### src/rtl/fp_mult_pkg.sv
// Shared FP multiplier definitions: default field widths, the special-operand
// code carried through the pipeline, and the canonical quiet-NaN mantissa.
package fp_mult_pkg;

  localparam int unsigned DEF_EXP_W = 5;
  localparam int unsigned DEF_MAN_W = 10;
  localparam int unsigned DEF_BIAS  = (1 << (DEF_EXP_W - 1)) - 1;

  // Special-operand class resolved before normalisation
  typedef enum logic [1:0] {
    SPC_NONE = 2'd0,
    SPC_ZERO = 2'd1,
    SPC_INF  = 2'd2,
    SPC_NAN  = 2'd3
  } spc_e;

  // Canonical qNaN mantissa: only the top stored bit set
  localparam logic [DEF_MAN_W-1:0] QNAN_MAN = {1'b1, {(DEF_MAN_W - 1){1'b0}}};

endpackage

### src/rtl/fp_mult_norm_round_if.sv
// Valid/ready bus between the significand multiplier, the normalise/round
// stage and its consumer.
//   in_*  : raw product, exponent sum, sign and special flags (+ handshake)
//   out_* : packed {sign, exp, mantissa} result and exception flags
// master = producer/consumer side, slave = fp_mult_norm_round.
interface fp_mult_norm_round_if
  import fp_mult_pkg::*;
#(
  parameter int unsigned EXP_W = DEF_EXP_W,
  parameter int unsigned MAN_W = DEF_MAN_W
);

  logic                     in_valid;
  logic                     in_ready;
  logic [2*MAN_W+1:0]       in_prod;
  logic [EXP_W:0]           in_exp_sum;
  logic                     in_sign;
  logic                     in_zero;
  logic                     in_inf;
  logic                     in_nan;
  logic                     out_valid;
  logic                     out_ready;
  logic [EXP_W+MAN_W:0]     out_result;
  logic                     out_ovf;
  logic                     out_unf;
  logic                     out_inexact;

  modport master (
    output in_valid, in_prod, in_exp_sum, in_sign, in_zero, in_inf, in_nan, out_ready,
    input  in_ready, out_valid, out_result, out_ovf, out_unf, out_inexact
  );

  modport slave (
    input  in_valid, in_prod, in_exp_sum, in_sign, in_zero, in_inf, in_nan, out_ready,
    output in_ready, out_valid, out_result, out_ovf, out_unf, out_inexact
  );

endinterface

### src/rtl/fp_rne_round.sv
// Round-to-nearest-even of a truncated mantissa.
//   man_i, guard_i, sticky_i : truncated mantissa and the discarded bits
//   man_c, carry_c           : rounded mantissa and carry out of its MSB
// Purely combinational so the adder datapath can reuse it.
module fp_rne_round
  import fp_mult_pkg::*;
#(
  parameter int unsigned MAN_W = DEF_MAN_W
) (
  input  logic [MAN_W-1:0] man_i,
  input  logic             guard_i,
  input  logic             sticky_i,
  output logic [MAN_W-1:0] man_c,
  output logic             carry_c
);

  logic inc_c;

  // Round up above half, or exactly at half when the LSB is odd
  always_comb begin
    inc_c            = guard_i & (sticky_i | man_i[0]);
    {carry_c, man_c} = {1'b0, man_i} + (MAN_W + 1)'(inc_c);
  end

endmodule

### src/rtl/fp_mult_norm_round.sv
// Post-multiply normalise / round / pack stage, two pipeline registers.
//   clk, rst : clock, synchronous active-high reset
//   bus      : slave side of fp_mult_norm_round_if (valid/ready in and out)
// Stage 1 normalises the product and resolves specials to a 2-bit code;
// stage 2 rounds to nearest-even, checks range and packs the result.
module fp_mult_norm_round
  import fp_mult_pkg::*;
#(
  parameter int unsigned EXP_W = DEF_EXP_W,
  parameter int unsigned MAN_W = DEF_MAN_W,
  parameter int unsigned BIAS  = (1 << (EXP_W - 1)) - 1
) (
  input  logic               clk,
  input  logic               rst,
  fp_mult_norm_round_if.slave bus
);

  localparam int unsigned E_W    = EXP_W + 2;
  localparam int unsigned PROD_W = 2 * MAN_W + 2;
  localparam int unsigned RES_W  = 1 + EXP_W + MAN_W;
  localparam logic signed [E_W-1:0] E_MAX  = E_W'((1 << EXP_W) - 1);
  localparam logic signed [E_W-1:0] E_ONE  = E_W'(1);
  localparam logic signed [E_W-1:0] E_ZERO = E_W'(0);
  localparam logic [MAN_W-1:0]      QNAN_M = {1'b1, {(MAN_W - 1){1'b0}}};

  logic                    s1_en_c, s2_en_c;
  logic signed [E_W-1:0]   e_base_c, e_rnd_c;
  logic [MAN_W-1:0]        rnd_man_c;
  logic                    rnd_carry_c;

  logic                    s1_valid_q, s1_valid_d;
  logic                    s1_sign_q, s1_sign_d;
  spc_e                    s1_spc_q, s1_spc_d;
  logic signed [E_W-1:0]   s1_e_q, s1_e_d;
  logic [MAN_W-1:0]        s1_man_q, s1_man_d;
  logic                    s1_guard_q, s1_guard_d;
  logic                    s1_sticky_q, s1_sticky_d;

  logic                    out_valid_q, out_valid_d;
  logic [RES_W-1:0]        out_result_q, out_result_d;
  logic                    out_ovf_q, out_ovf_d;
  logic                    out_unf_q, out_unf_d;
  logic                    out_inexact_q, out_inexact_d;

  // Pipeline advance: a stage moves when its successor is empty or draining
  assign s2_en_c      = !out_valid_q || bus.out_ready;
  assign s1_en_c      = !s1_valid_q || s2_en_c;
  assign bus.in_ready = s1_en_c;

  assign bus.out_valid   = out_valid_q;
  assign bus.out_result  = out_result_q;
  assign bus.out_ovf     = out_ovf_q;
  assign bus.out_unf     = out_unf_q;
  assign bus.out_inexact = out_inexact_q;

  // Unbiased exponent on a signed range wide enough for both carries
  assign e_base_c = $signed({1'b0, bus.in_exp_sum}) - $signed(E_W'(BIAS));

  // Stage 1: normalise on the product MSB and classify specials
  always_comb begin
    s1_valid_d  = s1_valid_q;
    s1_sign_d   = s1_sign_q;
    s1_spc_d    = s1_spc_q;
    s1_e_d      = s1_e_q;
    s1_man_d    = s1_man_q;
    s1_guard_d  = s1_guard_q;
    s1_sticky_d = s1_sticky_q;
    if (s1_en_c) begin
      s1_valid_d = bus.in_valid;
      if (bus.in_valid) begin
        s1_sign_d = bus.in_sign;
        s1_spc_d  = bus.in_nan ? SPC_NAN :
                    bus.in_inf ? SPC_INF :
                    bus.in_zero ? SPC_ZERO : SPC_NONE;
        if (bus.in_prod[PROD_W-1]) begin
          s1_man_d    = bus.in_prod[2*MAN_W -: MAN_W];
          s1_guard_d  = bus.in_prod[MAN_W];
          s1_sticky_d = |bus.in_prod[MAN_W-1:0];
          s1_e_d      = e_base_c + E_ONE;
        end else begin
          s1_man_d    = bus.in_prod[2*MAN_W-1 -: MAN_W];
          s1_guard_d  = bus.in_prod[MAN_W-1];
          s1_sticky_d = |bus.in_prod[MAN_W-2:0];
          s1_e_d      = e_base_c;
        end
      end
    end
  end

  fp_rne_round #(.MAN_W(MAN_W)) u_rnd (
    .man_i    (s1_man_q),
    .guard_i  (s1_guard_q),
    .sticky_i (s1_sticky_q),
    .man_c    (rnd_man_c),
    .carry_c  (rnd_carry_c)
  );

  // Mantissa wrap on carry already yields zero; only the exponent bumps
  assign e_rnd_c = rnd_carry_c ? (s1_e_q + E_ONE) : s1_e_q;

  // Stage 2: range check, special override and packing
  always_comb begin
    out_valid_d   = out_valid_q;
    out_result_d  = out_result_q;
    out_ovf_d     = out_ovf_q;
    out_unf_d     = out_unf_q;
    out_inexact_d = out_inexact_q;
    if (s2_en_c) begin
      out_valid_d = s1_valid_q;
      if (s1_valid_q) begin
        out_ovf_d     = 1'b0;
        out_unf_d     = 1'b0;
        out_inexact_d = 1'b0;
        case (s1_spc_q)
          SPC_NAN:  out_result_d = {1'b0, {EXP_W{1'b1}}, QNAN_M};
          SPC_INF:  out_result_d = {s1_sign_q, {EXP_W{1'b1}}, MAN_W'(0)};
          SPC_ZERO: out_result_d = {s1_sign_q, EXP_W'(0), MAN_W'(0)};
          default: begin
            if (e_rnd_c >= E_MAX) begin
              out_result_d  = {s1_sign_q, {EXP_W{1'b1}}, MAN_W'(0)};
              out_ovf_d     = 1'b1;
              out_inexact_d = 1'b1;
            end else if (e_rnd_c <= E_ZERO) begin
              out_result_d  = {s1_sign_q, EXP_W'(0), MAN_W'(0)};
              out_unf_d     = 1'b1;
              out_inexact_d = 1'b1;
            end else begin
              out_result_d  = {s1_sign_q, e_rnd_c[EXP_W-1:0], rnd_man_c};
              out_inexact_d = s1_guard_q | s1_sticky_q;
            end
          end
        endcase
      end
    end
  end

  // Pipeline registers
  always_ff @(posedge clk) begin
    if (rst) begin
      s1_valid_q    <= 1'b0;
      s1_sign_q     <= 1'b0;
      s1_spc_q      <= SPC_NONE;
      s1_e_q        <= E_ZERO;
      s1_man_q      <= '0;
      s1_guard_q    <= 1'b0;
      s1_sticky_q   <= 1'b0;
      out_valid_q   <= 1'b0;
      out_result_q  <= '0;
      out_ovf_q     <= 1'b0;
      out_unf_q     <= 1'b0;
      out_inexact_q <= 1'b0;
    end else begin
      s1_valid_q    <= s1_valid_d;
      s1_sign_q     <= s1_sign_d;
      s1_spc_q      <= s1_spc_d;
      s1_e_q        <= s1_e_d;
      s1_man_q      <= s1_man_d;
      s1_guard_q    <= s1_guard_d;
      s1_sticky_q   <= s1_sticky_d;
      out_valid_q   <= out_valid_d;
      out_result_q  <= out_result_d;
      out_ovf_q     <= out_ovf_d;
      out_unf_q     <= out_unf_d;
      out_inexact_q <= out_inexact_d;
    end
  end

endmodule

### src/flat_wrapper.sv
// flat-port wrapper written by rule: the top's interface ports become plain ports
module fp_mult_norm_round_flat import fp_mult_pkg::*;
#(
  parameter int unsigned EXP_W = DEF_EXP_W,
  parameter int unsigned MAN_W = DEF_MAN_W,
  parameter int unsigned BIAS  = (1 << (EXP_W - 1)) - 1
)
  (clk, rst, bus_in_valid, bus_in_prod, bus_in_exp_sum, bus_in_sign, bus_in_zero, bus_in_inf, bus_in_nan, bus_out_ready, bus_in_ready, bus_out_valid, bus_out_result, bus_out_ovf, bus_out_unf, bus_out_inexact);
  fp_mult_norm_round_if #(.EXP_W(EXP_W), .MAN_W(MAN_W)) bus_i ();
  input  logic clk;
  input  logic rst;
  input wire logic [$bits(bus_i.in_valid)-1:0] bus_in_valid;
  input wire logic [$bits(bus_i.in_prod)-1:0] bus_in_prod;
  input wire logic [$bits(bus_i.in_exp_sum)-1:0] bus_in_exp_sum;
  input wire logic [$bits(bus_i.in_sign)-1:0] bus_in_sign;
  input wire logic [$bits(bus_i.in_zero)-1:0] bus_in_zero;
  input wire logic [$bits(bus_i.in_inf)-1:0] bus_in_inf;
  input wire logic [$bits(bus_i.in_nan)-1:0] bus_in_nan;
  input wire logic [$bits(bus_i.out_ready)-1:0] bus_out_ready;
  output wire logic [$bits(bus_i.in_ready)-1:0] bus_in_ready;
  output wire logic [$bits(bus_i.out_valid)-1:0] bus_out_valid;
  output wire logic [$bits(bus_i.out_result)-1:0] bus_out_result;
  output wire logic [$bits(bus_i.out_ovf)-1:0] bus_out_ovf;
  output wire logic [$bits(bus_i.out_unf)-1:0] bus_out_unf;
  output wire logic [$bits(bus_i.out_inexact)-1:0] bus_out_inexact;
  assign bus_i.in_valid = bus_in_valid;
  assign bus_i.in_prod = bus_in_prod;
  assign bus_i.in_exp_sum = bus_in_exp_sum;
  assign bus_i.in_sign = bus_in_sign;
  assign bus_i.in_zero = bus_in_zero;
  assign bus_i.in_inf = bus_in_inf;
  assign bus_i.in_nan = bus_in_nan;
  assign bus_i.out_ready = bus_out_ready;
  assign bus_in_ready = bus_i.in_ready;
  assign bus_out_valid = bus_i.out_valid;
  assign bus_out_result = bus_i.out_result;
  assign bus_out_ovf = bus_i.out_ovf;
  assign bus_out_unf = bus_i.out_unf;
  assign bus_out_inexact = bus_i.out_inexact;
  fp_mult_norm_round #(.EXP_W(EXP_W), .MAN_W(MAN_W), .BIAS(BIAS)) u_core (.clk(clk), .rst(rst), .bus(bus_i));
endmodule
### config.mk
export PLATFORM = sky130hd
export DESIGN_NAME = fp_mult_norm_round_flat
export DESIGN_NICKNAME = d
export VERILOG_FILES = /design/src/rtl/fp_mult_pkg.sv /design/src/rtl/fp_mult_norm_round_if.sv /design/src/rtl/fp_rne_round.sv /design/src/rtl/fp_mult_norm_round.sv /design/src/flat_wrapper.sv
export SDC_FILE = /design/constraint.sdc
export NUM_CORES = 1
export LEC_CHECK = 0
export ABC_AREA = 1
export CORE_MARGIN = 4
export CORE_UTILIZATION = 30
export CTS_CLUSTER_DIAMETER = 50
export CTS_CLUSTER_SIZE = 14
export DETAILED_ROUTE_END_ITERATION = 7
export HOLD_SLACK_MARGIN = 0.12
export PLACE_DENSITY_LB_ADDON = 0.2
export SLEW_MARGIN = 20
export SYNTH_ARGS = -nofsm -noshare
export SYNTH_HDL_FRONTEND = slang
export SYNTH_SLANG_ARGS = --single-unit
### constraint.sdc
create_clock -name clk -period 2.6 [get_ports clk]
set_input_delay 0.52 -clock clk [delete_from_list [all_inputs] [get_ports clk]]
set_output_delay 0.52 -clock clk [all_outputs]
set_load 0.005 [all_outputs]
==> reports/results.txt <==
YS warnings - 0
Util after Layout - 40.5%
Highest Clock Rate - 0.465 GHz
Outcome - finished, final reports clean
CP arrival - 1.63 ns
Setup crit end kind - primary output
Worst-skew pair later-pin latency - 0.30 ns
Area contributors post-synth - dfxtp_1, nand2_1, nor2_1
Avg Synthesized Cell Area - 6.59 um^2
Synth async-reset ratio - 0%
DP Wirelength - 4660 um
Fin crit period - 2.15 ns
Main flop type after synthesis - dfxtp_1
Mapped Cells - 389
Layout cell share with drive strength beyond 1 - 8.07%
Vias in the first global route - 2,301
Vias - 2,456
Post-Route WL - 5970 um
Vias/cell - 4.46
# nets final - 485
DRC violation count after routing - 0
Initial DRC Count - 100
Most frequent CP cell - clkdlybuf4s50_1
Seq/Total Area, Yosys - 33.6%
Power Density - 453 nW/um^2
Final Cycle Share - 82.7%
Most frequent cells in the layout - nand2_1, nor2_1, clkdlybuf4s50_1
Max stage delay cell, worst path - clkdlybuf4s50_1
Worst Max-Slew Pin Slew - 0.585 ns
Post-DR wirelength/cell - 10.8 um
Antenna fix cells - 0
First-pass GRT wire length - 10,400 um
Hold-fix buffers, CTS - 0
Drt first pass iters - 4
Synth top area share - 33.6%
Netlist cell types - 31
Row count - 33
ANT nets after route - 0
Worst vdd ir - 0.182 mV
Syn-to-layout area delta - 30.3%
Die area - 10,100 um^2
Congestion Overflow GR - 0
CTS sink cnt - 43
I/O Buffers - 56
GRT Util Overall - 12.5%
Skew final - 0.00537 ns
Largest stage delay on the critical path - 0.51 ns
R2R Setup Slk - 0.52 ns
Commonest non-fill, non-tap cell in the layout - nand2_1
GPL Wtd Cong - 0.823
Relative slew slack - 61.0%
WS Path Type - in2out
Worst endpoint required time - 2.08 ns
Setup repair bufs after CTS - 0
Clk root buf - clkbuf_8
Cell taking the most area after synthesis - dfxtp_1
Htree depth - 2
Core ar. - 8260 um^2
CTS resizes - 0
Setup violators final - 0
Worst-path maximum fanout - 3
Die Ht - 100 um
Syn nets - 429
Mapped cell area - 2560 um^2
FF+latch count, synth - 43
Final Hold Fails - 0
Crit-path cells - clkdlybuf4s50_1, inv_1, nand3_1, clkdlybuf4s50_1
Post-synth EDFFs - 0
Clock Tree Buf Depth - 2
Final TNS setup - 0 ns
Max-slew violations - 0
RSZ-0062 raised after global routing - false
Worst hold path type - reg2reg
Worst Setup Start Kind - input pin
Initial antenna violation count - 0
Die width - 100 um
CTS tree - built
Clock slew at reported path FFs - 0.08 ns
I/O pin total - 57
Initial Utilization - 31.1%
Leakage - 1.34 nW
CTS Buf Count - 5
Max-Cap Viols - 0
Largest net degree at the start of global routing - 39
## path summary, 6_finish.rpt
kind                                          from                        to  depth (start not counted)
worst max-delay path                 bus_out_ready              bus_in_ready                          4
worst min-delay path            u_core.bus.out_ovf        u_core.bus.out_ovf                          2
worst max register to register   u_core.s1_guard_q  u_core.bus.out_result[7]                         14
worst min register to register  u_core.bus.out_ovf        u_core.bus.out_ovf                          2
## worst max-delay path: cells and delay by family
family / cells / cell delay, ns
simple gates: 1 / 0.10
buf+inv: 3 / 1.01
## stage by stage
stage | power (mW) | instances | cell area, um^2 | setup WS, ns | hold slack, ns
final | 1.51 | 551 | 3340 | 0.450 | 0.467
after global placement | 1.07 | 543 | 3240 | 0.359 | 0.457
after global routing | 1.61 | 551 | 3340 | 0.105 | 0.512
after floorplan | 0.937 | 389 | 2560 | 0.631 | 0.439
after CTS | 1.54 | 551 | 3340 | 0.435 | 0.471
after detailed placement | 1.07 | 543 | 3240 | 0.285 | 0.459
## cells in the mapped netlist (5+ instances only)
cell type	instances
a31oi_1	12
inv_1	42
nand4_1	5
nand2_2	6
dfxtp_1	43
nor3_1	6
a21oi_1	20
nand3_1	17
o21ai_0	31
clkbuf_1	12
xor2_1	5
nand2_1	83
xnor2_1	9
nor2_1	67
## where the power goes
part           total [mW]  internal [mW]  switching, mW
Clock               0.465          0.243          0.223
Sequential          0.733          0.699         0.0345
Combinational       0.316          0.151          0.166
Total                1.51           1.09          0.423
## layout make-up
class                           instances  area [um^2]
Inverter                               45          169
Clock buffer                            8          100
Tap cell                              105          131
Sequential cell                        43          861
Multi-Input combinational cell        287         1470
Fill cell                             900         4920
Timing Repair Buffer                   63          613
## sequential cells by signal (all words and copies together), names as in the netlist
name,cells
u_core.bus.out_valid,1
u_core.bus.out_unf,1
u_core.s1_guard_q,1
u_core.bus.out_ovf,1
u_core.s1_man_q,10
u_core.s1_e_q,7
u_core.s1_spc_q,2
u_core.s1_sticky_q,1
u_core.s1_sign_q,1
u_core.bus.out_inexact,1
u_core.bus.out_result,16
u_core.s1_valid_q,1
## routing by layer
metal | vias to the layer above | share of wire (%) | global-route usage (%) | wire (um)
met5 | - | 0 | 0 | 0
met4 | 0 | 0.95 | 3.73 | 57
met3 | 5 | 6.2 | 2.84 | 369
met2 | 63 | 43 | 20.5 | 2540
met1 | 1036 | 50 | 16.5 | 3000
li1 | 1352 | - | - | -
## cells by family after synthesis
kind of cell	after synthesis	synth area share [%]
xor+xnor	15	5.85
flops	43	33.6
compound gates	70	15.0
simple gates	198	34.4
fa+ha+maj	4	1.95
buf+inv	59	9.22
(Power assumes the default switching activity.)
==> RTL edit, RTL diff (same settings) <==
Encoding of `spc_e`: now Gray code (2 bits for 4 values).
--- a/src/rtl/fp_mult_pkg.sv
+++ b/src/rtl/fp_mult_pkg.sv
@@ -8,10 +8,10 @@
 
   // Special-operand class resolved before normalisation
   typedef enum logic [1:0] {
-    SPC_NONE = 2'd0,
-    SPC_ZERO = 2'd1,
-    SPC_INF  = 2'd2,
-    SPC_NAN  = 2'd3
+    SPC_NONE = 2'b00,
+    SPC_ZERO = 2'b01,
+    SPC_INF  = 2'b11,
+    SPC_NAN  = 2'b10
   } spc_e;
 
   // Canonical qNaN mantissa: only the top stored bit set
Function: no difference found for any inputs over 10 cycles, from zero or initial values and one cycle with rst high; not proved beyond that.
==> RTL edit against the unedited design <==
- worst setup slack worse by 80 ps
- count of clock-buffer cells in the layout unchanged
- wire length rose by 0.72%
- power shrank 0.78%
- synthesized cell count down 2.1%
- final area is 0.86% lower
- sequential share of layout area rose by 0.22 points
- clock power fell by 2%
- synthesized area shrank 2.1%
- sequential cell count unchanged
- die area shrank 1.9%
- core utilization rose by 0.057 points
- critical path type is now reg2reg
- largest cell class unchanged
- highest routed layer unchanged
==> RTL edit: results (changes against the unedited design) <==
{
  "detailed_routing": {
    "routed-via-count": {"value": 2434, "change": "was 2,456"},
    "firstDrtPassIters": {"value": 4, "change": "unchanged"},
    "routed_wirelength": {"value": 6010, "unit": "um", "change": "was 5970 um"},
    "drtIter0Drc": {"value": 86, "change": "was 100"}
  },
  "setup_path": {
    "timing.critical_path.arrival": {"value": 2400, "unit": "ps", "change": "was 1630 ps"},
    "crit_family": {"value": "simple AND/OR/NAND/NOR gates", "change": "was buffers and inverters"},
    "worstPathMaxFanout": {"value": 10, "change": "was 3"},
    "cpMaxStageDelayCell": {"value": "ha_1", "change": "was clkdlybuf4s50_1"},
    "destination_of_the_worst_register_to_register_timing_path": {"value": "u_core.bus.out_result[0]", "change": "was u_core.bus.out_result[7]"},
    "critical-path-max-stage-delay": {"value": 390, "unit": "ps", "change": "was 510 ps"},
    "reg_to_reg_setup_timing_slack": {"value": 370, "unit": "ps", "change": "was 520 ps"}
  },
  "status": {
    "run_status": {"value": "completed", "change": "unchanged"}
  },
  "global_routing": {
    "grt_pass1_wl": {"value": 10200, "unit": "um", "change": "was 10,400 um"},
    "vias_in_the_first_global_route": {"value": 2275, "change": "was 2,301"},
    "grt_use_total": {"value": 0.123, "change": "was 0.125"},
    "pin_count_of_the_biggest_net_entering_global_routing": {"value": 37, "change": "was 39"}
  },
  "placement": {
    "dpl-instance-area": {"value": 3210, "unit": "sq um", "change": "was 3240 sq um"},
    "hpwl": {"value": 4750, "unit": "um", "change": "was 4660 um"}
  },
  "final_layout": {
    "fin_nets": {"value": 480, "change": "was 485"},
    "share_of_post_route_cells_with_drive_strength_above_1": {"value": 0.0748, "change": "was 0.0807"}
  },
  "yosys": {
    "synth.top_cells.by_area": {"value": "dfxtp_1, nand2_1, inv_1, nor2_1, o21ai_0", "change": "was dfxtp_1, nand2_1, nor2_1, inv_1, o21ai_0"},
    "async_reset_ff_frac": {"value": 0, "change": "unchanged"},
    "synth_seq_area_share": {"value": 0.343, "change": "was 0.336"},
    "synth_cell_type_count": {"value": 32, "change": "was 31"},
    "netlist_instances": {"value": 381, "change": "was 389"}
  },
  "clocking": {
    "cts_post_setup_buffers_inserted": {"value": 0, "change": "unchanged"}
  },
  "min_path": {
    "worst_hold_path.endpoint": {"value": "u_core.bus.out_result[6]", "change": "was u_core.bus.out_ovf"},
    "min_from": {"value": "u_core.bus.out_result[6]", "change": "was u_core.bus.out_ovf"}
  },
  "pwr": {
    "vdd_drop_max": {"value": 0.193, "unit": "mV", "change": "was 0.182 mV"},
    "cellLeakagePower": {"value": 1.42, "unit": "nW", "change": "was 1.34 nW"}
  }
}
==> RTL edit: cell count changes after synthesis, moves of 3 or more <==
cell and delta:
nor2_1 -26, nand4_1 +6, nand2_1 +19, xnor2_1 -3
o21ai_0 -4, a21oi_1 +3, nor2_4 -3
==> RTL edit: area by class of cell <==
| cell class | instances | area (sq um) |
|---|---|---|
| repair buffers | 63 | 613 |
| flip-flops and latches | 43 | 861 |
| fillers | 913 | 4860 |
| clock buffers | 8 | 100 |
| multi-input cells | 281 | 1440 |
| inverters | 46 | 173 |
| well taps | 105 | 131 |
==> RTL edit: worst max-delay path by stage <==
stage | from | to | slack [ps] | cells past startpoint
4_1_cts | u_core.s1_guard_q | u_core.bus.out_result[0] | 360 | 14
3_5_place_dp | bus_in_exp_sum[0] | u_core.s1_e_q[6] | 290 | 7
5_1_grt | u_core.s1_guard_q | u_core.bus.out_result[0] | 120 | 14
6_report | u_core.s1_guard_q | u_core.bus.out_result[0] | 370 | 14
2_1_floorplan | u_core.s1_guard_q | u_core.bus.out_result[12] | 700 | 14
3_3_place_gp | bus_in_exp_sum[0] | u_core.s1_e_q[6] | 360 | 7
==> RTL edit: layer usage <==
metal	GRT usage	vias up	share of wire
li1	-	1356	-
met1	0.172	1010	0.53
met2	0.188	64	0.40
met3	0.0358	4	0.064
met4	0.0284	0	0.0093
met5	0	-	0
==> RTL edit: cells by family after synthesis <==
logic type | Yosys count | share of synthesized area
AOI/OAI and AO/OA | 72 | 0.158
adders and majority gates | 4 | 0.0199
and+or+nand+nor | 192 | 0.345
xor gates and xnor gates | 13 | 0.0483
DFF | 43 | 0.343
buffers and inverters | 57 | 0.0857
==> RTL edit: metrics by stage <==
step	power (mW)	std cells	hold WS [ps]
final	1.50	546	465
after CTS	1.52	546	471
after detailed placement	1.06	538	459
after global routing	1.60	546	498
after global placement	1.06	538	458
after floorplan	0.923	381	448
==> RTL edit: worst reg2reg max path, delay by kind of cell, from the launching register on <==
kind                       cells  cell delay, ps
DFF                            1             380
buffers and inverters          2             200
and+or+nand+nor               10             920
AOI/OAI and AO/OA              1             230
adders and majority gates      1             390
==> RTL edit: where the power goes <==
group          total, mW  switching, mW  internal, mW
registers          0.736         0.0370         0.699
logic              0.309          0.160         0.149
clock network      0.457          0.215         0.242
